### config.mk
export PLATFORM = sky130hd
export DESIGN_NAME = condicionador_botoes
export DESIGN_NICKNAME = d
export VERILOG_FILES = /design/src/rtl/condicionador_botoes.sv
export SDC_FILE = /design/constraint.sdc
export NUM_CORES = 1
export LEC_CHECK = 0
export ABC_AREA = 1
export CAP_MARGIN = 40
export CORE_MARGIN = 5
export CORE_UTILIZATION = 45
export DETAILED_ROUTE_END_ITERATION = 16
export HOLD_SLACK_MARGIN = 0.1
export PLACE_DENSITY_LB_ADDON = 0.25
export SLEW_MARGIN = 20
export SYNTH_ARGS = -nofsm -noshare
export SYNTH_HDL_FRONTEND = slang
export SYNTH_SLANG_ARGS = --single-unit
### constraint.sdc
create_clock -name clock -period 1.9 [get_ports clock]
set_input_delay 0.38 -clock clock [delete_from_list [all_inputs] [get_ports clock]]
set_output_delay 0.38 -clock clock [all_outputs]
set_load 0.005 [all_outputs]
### src/rtl/condicionador_botoes.sv
// Input conditioner for the seven game buttons. It synchronizes, debounces and validates the raw button vector.
// It produces a clean one-hot press code plus single-cycle press, release and chord events.
module condicionador_botoes #(
   parameter int DEBOUNCE_CYCLES = 20
) (
   input  logic       clock,
   input  logic       reset,
   input  logic       enable,
   input  logic [6:0] botoes_raw,
   output logic [6:0] botoes,
   output logic       jogada,
   output logic       soltou,
   output logic       invalido,
   output logic [2:0] db_estado
);

   typedef enum logic [2:0] {
      OCIOSO      = 3'b000,
      PRESSIONADO = 3'b001,
      SOLTO       = 3'b010,
      INVALIDO    = 3'b011,
      BLOQUEADO   = 3'b100
   } estado_t;

   localparam logic [9:0] CNT_LAST = 10'(DEBOUNCE_CYCLES - 1);

   logic [6:0] s1_q, s2_q;
   logic [6:0] cand_q, cand_d;
   logic [6:0] deb_q, deb_d;
   logic [9:0] cnt_q, cnt_d;

   estado_t    estado_q;
   logic [6:0] botoes_q;
   logic       jogada_q, soltou_q, invalido_q;

   logic       debZero, debChord;

   // Any change of the synchronized value restarts the stability count from scratch.
   always_comb begin
      cand_d = cand_q;
      deb_d  = deb_q;
      cnt_d  = '0;
      if (s2_q != cand_q) begin
         cand_d = s2_q;
      end else if (cand_q != deb_q) begin
         if (cnt_q == CNT_LAST) begin
            deb_d = cand_q;
         end else begin
            cnt_d = cnt_q + 10'd1;
         end
      end
   end

   always_ff @(posedge clock) begin
      if (!reset) begin
         s1_q   <= '0;
         s2_q   <= '0;
         cand_q <= '0;
         deb_q  <= '0;
         cnt_q  <= '0;
      end else begin
         s1_q   <= botoes_raw;
         s2_q   <= s1_q;
         cand_q <= cand_d;
         deb_q  <= deb_d;
         cnt_q  <= cnt_d;
      end
   end

   assign debZero  = (deb_q == 7'd0);
   assign debChord = !debZero && ((deb_q & (deb_q - 7'd1)) != 7'd0);

   // A low enable overrides every other transition in every state.
   always_ff @(posedge clock) begin
      if (!reset) begin
         estado_q   <= OCIOSO;
         botoes_q   <= '0;
         jogada_q   <= 1'b0;
         soltou_q   <= 1'b0;
         invalido_q <= 1'b0;
      end else begin
         jogada_q   <= 1'b0;
         soltou_q   <= 1'b0;
         invalido_q <= 1'b0;
         case (estado_q)
            OCIOSO: begin
               if (!enable) begin
                  estado_q <= BLOQUEADO;
               end else if (debChord) begin
                  estado_q   <= INVALIDO;
                  invalido_q <= 1'b1;
               end else if (!debZero) begin
                  estado_q <= PRESSIONADO;
                  botoes_q <= deb_q;
                  jogada_q <= 1'b1;
               end
            end
            PRESSIONADO: begin
               if (!enable) begin
                  estado_q <= BLOQUEADO;
                  botoes_q <= '0;
               end else if (debZero) begin
                  estado_q <= SOLTO;
                  soltou_q <= 1'b1;
                  botoes_q <= '0;
               end else if (deb_q != botoes_q) begin
                  estado_q   <= INVALIDO;
                  invalido_q <= 1'b1;
                  botoes_q   <= '0;
               end
            end
            SOLTO: begin
               estado_q <= enable ? OCIOSO : BLOQUEADO;
            end
            INVALIDO: begin
               if (!enable) begin
                  estado_q <= BLOQUEADO;
               end else if (debZero) begin
                  estado_q <= OCIOSO;
               end
            end
            BLOQUEADO: begin
               // A button held while enable rises must be released before it can count.
               if (enable && debZero) begin
                  estado_q <= OCIOSO;
               end
            end
            default: begin
               estado_q <= OCIOSO;
               botoes_q <= '0;
            end
         endcase
      end
   end

   assign botoes    = botoes_q;
   assign jogada    = jogada_q;
   assign soltou    = soltou_q;
   assign invalido  = invalido_q;
   assign db_estado = estado_q;

endmodule

# Yosys cells after proc, flatten, opt, wreduce, memory -nomap -nowiden
# Cells that the tools add are included.
[op_classes]
n_reduce_logical = 13
addsub = 2
mux = 26
bitwise = 7
n_eq_ne = 15
[ops]
columns = ["operator", "count"]
rows = [
  ["7-bit two-way mux", 6],
  ["3-bit two-way mux", 10],
  ["7-bit != test", 3],
  ["7-bit case mux with 3 select lines", 1],
  ["3-bit case mux with 5 select lines", 1],
  ["10-bit by 1-bit adder with 10-bit output, second input constant", 1],
  ["10-bit by 5-bit equality test with 1-bit output, second input constant", 1],
  ["2-bit != test, second input constant", 4],
  ["4-bit != test, second input constant", 2],
  ["4-bit OR reduction", 2],
  ["7-bit bitwise AND", 1],
  ["7-bit logical NOT", 1],
  ["1-bit two-way mux", 7],
  ["7-bit nonzero test", 1],
  ["7-bit by 1-bit subtractor with 7-bit output, second input constant", 1],
  ["3-bit by 2-bit equality test with 1-bit output, second input constant", 2],
  ["1-bit inverter", 6],
  ["3-bit AND reduction", 2],
  ["5-bit AND reduction", 1],
  ["4-bit AND reduction", 1],
  ["3-bit by 1-bit equality test with 1-bit output, second input constant", 1],
  ["3-bit equality test, second input constant", 1],
  ["3-bit logical NOT", 1],
  ["3-bit != test, second input constant", 1],
  ["4 further kinds", 5],
]
[word_totals]
inputBits = 10
word_cells = 73
reg_bits = 51

# Longest topological paths before layout
# Gate-level depths: netlist (run 1).
[logic_depth]
word_depth = 7
depth_mapped = 12
mapped_depth_nobuf = 11

# Worst setup path after synthesis (run 1)
# OpenSTA, ideal clock, no wires.
[synth_timing]
kind = "reg2reg"
from = "register cnt_q[0]"
to = "register deb_q[0]"
arrival_ns = 1.288
path_slack_ns = 0.499
required_time_ns = 1.787
setup_ns = 0.113
stages_incl_launch_ff = 8
period_less_slack_ns = 1.401
path_cell_list = "dfxtp_1 > ha_1 > nand4_1 > nor4_2 > nand3_2 > buf_6 > nor2_1 > nor2_1"
[synth_via]
elab_chain_cells = 2
[synth_lines]
columns = ["element", "line", "rtl"]
rows = [
  ["start: declaration", "30", "logic [9:0] cnt_q, cnt_d;"],
  ["start signal: assignment", "66", "cnt_q <= cnt_d;"],
  ["10-bit by 5-bit equality test with 1-bit output", "46", "if (cnt_q == CNT_LAST) begin"],
  ["3-bit AND reduction (no line)", "-", ""],
  ["end signal: assignment", "59", "deb_q <= '0;"],
  ["end signal: assignment", "65", "deb_q <= deb_d;"],
  ["end: declaration", "29", "logic [6:0] deb_q, deb_d;"],
]
# Every way passes these cells.
# A chain may end at the register's enable or synchronous reset.

# Worst setup path in the final report (run 1)
[layout_timing]
from = "register estado_q[2], in the netlist db_estado[2]"
to = "output db_estado[2]"
[layout_rtl]
columns = ["element", "line", "rtl"]
rows = [
  ["start: declaration", "32", "estado_t estado_q;"],
  ["start signal: assignment", "113", "estado_q <= enable ? OCIOSO : BLOQUEADO;"],
  ["end: declaration", "14", "output logic [2:0] db_estado"],
]
# No word-level cell between the ends.

==> flow_summary.toml, run 1 <==
[global_route]
globalRouteTotalUtil = 0.137
grt-ovfl-total = 0
grt_use_met2 = 0.230
gr-usage-met3 = 0.0304
busiest_layer = "met2"
grt_pass1_vias = 1781
grt.met1_usage = 0.171
grt_pass1_wl_um = 7370
antenna_found_initial = 0
grt_max_degree = 36

[synth]
syn_avg_cell_area_um2 = 6.88
synth_edf_count = 0
synth_ff_type = "dfxtp_1"
ys_types = 29
synth-seq-cells = 51
yosysSeqAreaShare = 0.429
syn_inst = 346
synthArstFlopShare = 0
syn_nets = 357
yosys_warnings = 0
synthesis.area_um2 = 2380

[sta]
period_minus_slack_ns = 1.65
rsz0062_at_grt = "no"
slew_headroom = 0.764
worst_slack_ns = 0.253
setup_viol = 0
fmax_mhz = 607
fin_worst_skew_ns = 0.00274
slew_viol_final = 0
tightest_slew_ns = 0.354
setup_tns_ns = 0
holdWs_ns = 0.418
hold_viol_final = 0
final.period_utilization = 0.867

[setup_path]
crit_path_end_kind = "primary output"
critPathTopFamily = "buffers and inverters"
cp.required_ns = 1.52
cp.buffers_inverters = 1
crit_chain = "clkdlybuf4s50_1"
start_kind = "flop"
worst_path_largest_cell_delay_ns = 0.54
critPathKind = "reg2out"
cp_max_fo = 6
cp_data_arrival_time_ns = 1.27
critPathSlowestCell = "clkdlybuf4s50_1"

[placed_design]
dp_hpwl_um = 3020
dp_cells = 434
place_area_um2 = 2650
gp_congestion = 0.894
dpl_worst_slack_ns = 0.0227
portBuffers = 22

[finish]
fill_cells = 536
stdcell_count = 442
stdcell_area_um2 = 2740
final_util = 0.534
drive_gt1_frac = 0.0860
antennaDiodeCount = 0
syn_to_final_growth_pct = 15.2
nets = 382

[die]
core-area_um2 = 5140
dieArea_um2 = 6850
ios = 23
die-width_um = 82.7
start_util = 0.463
num_rows = 26
die_h_um = 82.7

[power_and_ir_drop]
cellLeakagePower_nw = 1.39
worst_ir_drop_vdd_mv = 0.460
power.density_nw_per_um2 = 730
power_mw = 2.00

[cts]
cts_hold_buffers = 0
cts_buffers = 5
clockBufferDepth = 2
clk_pin_slew_ns = 0.09
cts_resized = 0
clock_sinks = 51
cts-root-buf = "clkbuf_8"
tritoncts = "built"
cts_setup_buffers = 0
cts_htree_levels = 2
worst_skew_pair.late_latency_ns = 0.30

[drt]
drc = 0
drt_iter0_drc = 76
first_pass_iters = 4
viasPerCell = 4.47
ant_nets = 0
wl_um = 4160
routedWlPerCell_um = 9.40
vias = 1977

[min_path]
holdCritPathClass = "reg2reg"

[outcome]
outcome = "finished, final reports clean"

[job]
max-cap-violations = 0
==> synth_stat cells, types with 4 or more instances <==
cell,count,area (µm²)
inv_1,58,218
nand4_1,6,37.5
nor2_1,58,218
nand3_2,4,40.0
nand2_1,101,379
a21oi_1,8,40.0
dfxtp_1,51,1020
nand3_1,12,60.1
nand2_2,6,37.5
xnor2_1,9,78.8
==> flip-flops by register name (all words and copies together), names as in the netlist <==
signal     count
jogada         1
s1_q           7
invalido       1
db_estado      3
botoes         7
soltou         1
cnt_q         10
s2_q           7
deb_q          7
cand_q         7
==> worst paths after layout <==
path | from | end | slack (ns) | cells after the start
setup / recovery | db_estado[2] | db_estado[2] | 0.25 | 1
setup reg to reg | cnt_q[0] | deb_q[2] | 0.29 | 7
hold / removal | s1_q[2] | s2_q[2] | 0.42 | 2
hold reg to reg | s1_q[2] | s2_q[2] | 0.42 | 2
==> logic make-up (layout without fill, tap and decap cells) <==
family / count (synthesis) / after routing / share of synthesized area
adder cells (fa/ha/maj): 1 / 1 / 0.00525
XOR/XNOR: 12 / 12 / 0.0441
buffers and inverters: 67 / 93 / 0.120
flip-flops: 51 / 51 / 0.429
AO/OA/AOI/OAI: 11 / 11 / 0.0263
AND/OR/NAND/NOR: 204 / 204 / 0.376
==> report_power, final <==
| group | total [mW] | internal, mW | switching, mW |
|---|---|---|---|
| sequential | 1.14 | 1.11 | 0.0289 |
| combinational | 0.237 | 0.112 | 0.125 |
| clock | 0.628 | 0.264 | 0.364 |
==> area by class of cell <==
class,instances,area (µm²),area share
Tap cell,70,87.6,0.0319
Sequential cell,51,1020,0.372
Inverter,60,225,0.0821
Timing Repair Buffer,25,243,0.0885
Multi-Input combinational cell,228,1070,0.392
Clock buffer,5,68.8,0.0251
Clock inverter,3,22.5,0.00821
==> metal layers <==
metal / up-vias / part of all wire / routed length, µm
li1: 1080 / - / -
met1: 856 / 0.48 / 2020
met2: 34 / 0.45 / 1860
met3: 7 / 0.049 / 204
met4: 0 / 0.019 / 81
met5: - / 0 / 0
==> cells in the final DEF, fill, tap and decap left out <==
| cell | count |
|---|---|
| or2_2 | 2 |
| nand3_2 | 4 |
| nor3_2 | 1 |
| nor2_2 | 3 |
| o22ai_1 | 1 |
| dfxtp_1 | 51 |
| clkdlybuf4s50_1 | 22 |
| inv_1 | 58 |
| buf_4 | 3 |
| nand2_2 | 6 |
| nor2_1 | 58 |
| or2_0 | 1 |
| nor4_1 | 3 |
| clkinv_4 | 1 |
| clkbuf_8 | 5 |
| clkinv_2 | 1 |
| o2111a_1 | 1 |
| nand3_1 | 12 |
| or3_1 | 1 |
| nor2_4 | 2 |
| inv_2 | 2 |
| o21ai_0 | 1 |
| nand2_1 | 101 |
| nand4_1 | 6 |
| nor3_1 | 3 |
| a21oi_1 | 8 |
| nor4_2 | 1 |
| inv_6 | 1 |
| xnor2_1 | 9 |
| xor2_1 | 3 |
| ha_1 | 1 |
==> worst register-to-register path, delay by kind of cell, from the launching register on <==
kind                     cells  cell delay [ns]
flip-flops                   1             0.36
AND/OR/NAND/NOR              6             0.94
adder cells (fa/ha/maj)      1             0.23
Power figures use the tool's default switching activity.
==> run 2, diff against run 1 <==
--- a/config.mk
+++ b/config.mk
@@ -6,10 +6,11 @@
 export NUM_CORES = 1
 export LEC_CHECK = 0
 export ABC_AREA = 1
-export CAP_MARGIN = 40
+export CAP_MARGIN = 15
 export CORE_MARGIN = 5
 export CORE_UTILIZATION = 45
 export DETAILED_ROUTE_END_ITERATION = 16
+export GPL_ROUTABILITY_DRIVEN = 1
 export HOLD_SLACK_MARGIN = 0.1
 export PLACE_DENSITY_LB_ADDON = 0.25
 export SLEW_MARGIN = 20
==> results of run 2 <==
No change in the layout: final DEF, timing and power equal those of run 1.
==> run 3, diff against run 2 <==
--- a/config.mk
+++ b/config.mk
@@ -6,13 +6,14 @@
 export NUM_CORES = 1
 export LEC_CHECK = 0
 export ABC_AREA = 1
+export ABC_CLOCK_PERIOD_IN_PS = 1900
 export CAP_MARGIN = 15
 export CORE_MARGIN = 5
 export CORE_UTILIZATION = 45
 export DETAILED_ROUTE_END_ITERATION = 16
 export GPL_ROUTABILITY_DRIVEN = 1
 export HOLD_SLACK_MARGIN = 0.1
-export PLACE_DENSITY_LB_ADDON = 0.25
+export PLACE_DENSITY = 0.61
 export SLEW_MARGIN = 20
 export SYNTH_ARGS = -nofsm -noshare
 export SYNTH_HDL_FRONTEND = slang
==> flow_summary.toml, run 3 (same netlist as run 1, synthesis figures left out) <==
[drt]
viasPerCell = 4.39
wl_met2_um = 1830
top_layer = "met4"
vias = 1939
ant_nets = 0
wl_um = 4170
dr_wl_met3_um = 184
routedWlPerCell_um = 9.43
drc = 0
first_pass_iters = 4
drt_iter0_drc = 80
drt-met1-wl_um = 2020

[finish]
multi_input_area_um2 = 1070
regArea_um2 = 1020
fill_cells = 540
nets = 382
final_util = 0.542
final_common_cell = "nand2_1"
largest_reg_flops = 10
most-common-layout-cells = "101 x nand2_1, 58 x inv_1, 58 x nor2_1, 51 x dfxtp_1, 22 x clkdlybuf4s50_1"
antennaDiodeCount = 0
largest_register = "cnt_q"
syn_to_final_growth_pct = 17.1
drive_gt1_frac = 0.0860

[global_route]
grt_max_degree = 36
grt-ovfl-total = 0
antenna_found_initial = 0
grt_pass1_wl_um = 7110
grt_pass1_vias = 1672
globalRouteTotalUtil = 0.137

[cts]
clock_sinks = 51
cts_setup_buffers = 0
clockBufferDepth = 2
worst_skew_pair.late_latency_ns = 0.31
tritoncts = "built"
cts-root-buf = "clkbuf_8"
cts_buffers = 5
cts_htree_levels = 2
cts_resized = 0
cts_hold_buffers = 0
clk_pin_slew_ns = 0.09

[die]
die-width_um = 82.7
start_util = 0.463
die_h_um = 82.7
ios = 23
num_rows = 26
dieArea_um2 = 6850
core-area_um2 = 5140

[setup_path]
rr_worst_depth = 6
worst_r2r_endpoint = "deb_q[0]"
cp_data_arrival_time_ns = 1.26
start_kind = "flop"
setup.worst_path.start = "db_estado[2]"
critPathSlowestCell = "clkdlybuf4s50_1"
rr_startpoint = "cnt_q[0]"
critPathKind = "reg2out"
worst_path_largest_cell_delay_ns = 0.53
cp_max_fo = 6
cp.buffers_inverters = 1
crit_cells = 1
critPathCapture = "db_estado[2]"
critPathTopFamily = "buffers and inverters"
crit_chain = "clkdlybuf4s50_1"
cp.required_ns = 1.52
rrSetupSlack_ns = 0.28
crit_path_end_kind = "primary output"

[sta]
tightest_slew_ns = 0.347
final.period_utilization = 0.861
worst_slack_ns = 0.265
period_minus_slack_ns = 1.64
fmax_mhz = 611
slew_headroom = 0.769
setup_tns_ns = 0
slew_viol_final = 0
holdWs_ns = 0.416
rsz0062_at_grt = "no"
setup_viol = 0
hold_viol_final = 0
fin_worst_skew_ns = 0.0120

[job]
max-cap-violations = 0

[power_and_ir_drop]
power_mw = 2.26
worst_ir_drop_vdd_mv = 0.461
power.density_nw_per_um2 = 809
cellLeakagePower_nw = 1.40

[placed_design]
portBuffers = 22
dpl_worst_slack_ns = 0.00317
gp_congestion = 0.911
dp_hpwl_um = 3080

[min_path]
holdCritPathClass = "reg2reg"

[outcome]
outcome = "finished, final reports clean"
## run 3: area by class of cell
class | count | area share
inverters | 60 | 0.0808
flip-flops and latches | 51 | 0.366
clock buffers | 5 | 0.0247
repair buffers | 25 | 0.0871
well taps | 70 | 0.0314
multi-input cells | 228 | 0.386
clock inverters | 3 | 0.0242
## run 3: metrics by stage
step           instances  area [µm²]
6_report             442        2790
3_5_place_dp         434        2650
2_1_floorplan        346        2380
5_1_grt              442        2790
4_1_cts              442        2790
3_3_place_gp         434        2650
## run 3: where the power goes
part           internal, mW  leakage [nW]  total [mW]  switching (mW)
clock network         0.525        0.0644       0.883           0.358
logic                 0.113         0.922       0.238           0.125
registers              1.11         0.416        1.14          0.0290
total                  1.74          1.40        2.26           0.512
## run 3: how the worst min path moves through the flow
| stage | startpoint | end | slack [ns] | cells after the start |
|---|---|---|---|---|
| 3_3_place_gp | s1_q[0] | s2_q[0] | 0.39 | 2 |
| 6_report | s1_q[1] | s2_q[1] | 0.42 | 2 |
| 3_5_place_dp | s1_q[1] | s2_q[1] | 0.40 | 2 |
| 5_1_grt | s1_q[5] | s2_q[5] | 0.44 | 2 |
| 2_1_floorplan | s1_q[0] | s2_q[0] | 0.39 | 2 |
| 4_1_cts | s1_q[1] | s2_q[1] | 0.42 | 2 |
## run 3: routing by layer
metal  vias up  track usage
li1       1085            -
met1       814        0.160
met2        30        0.226
met3        10       0.0369
met4         0       0.0801
met5         -            0
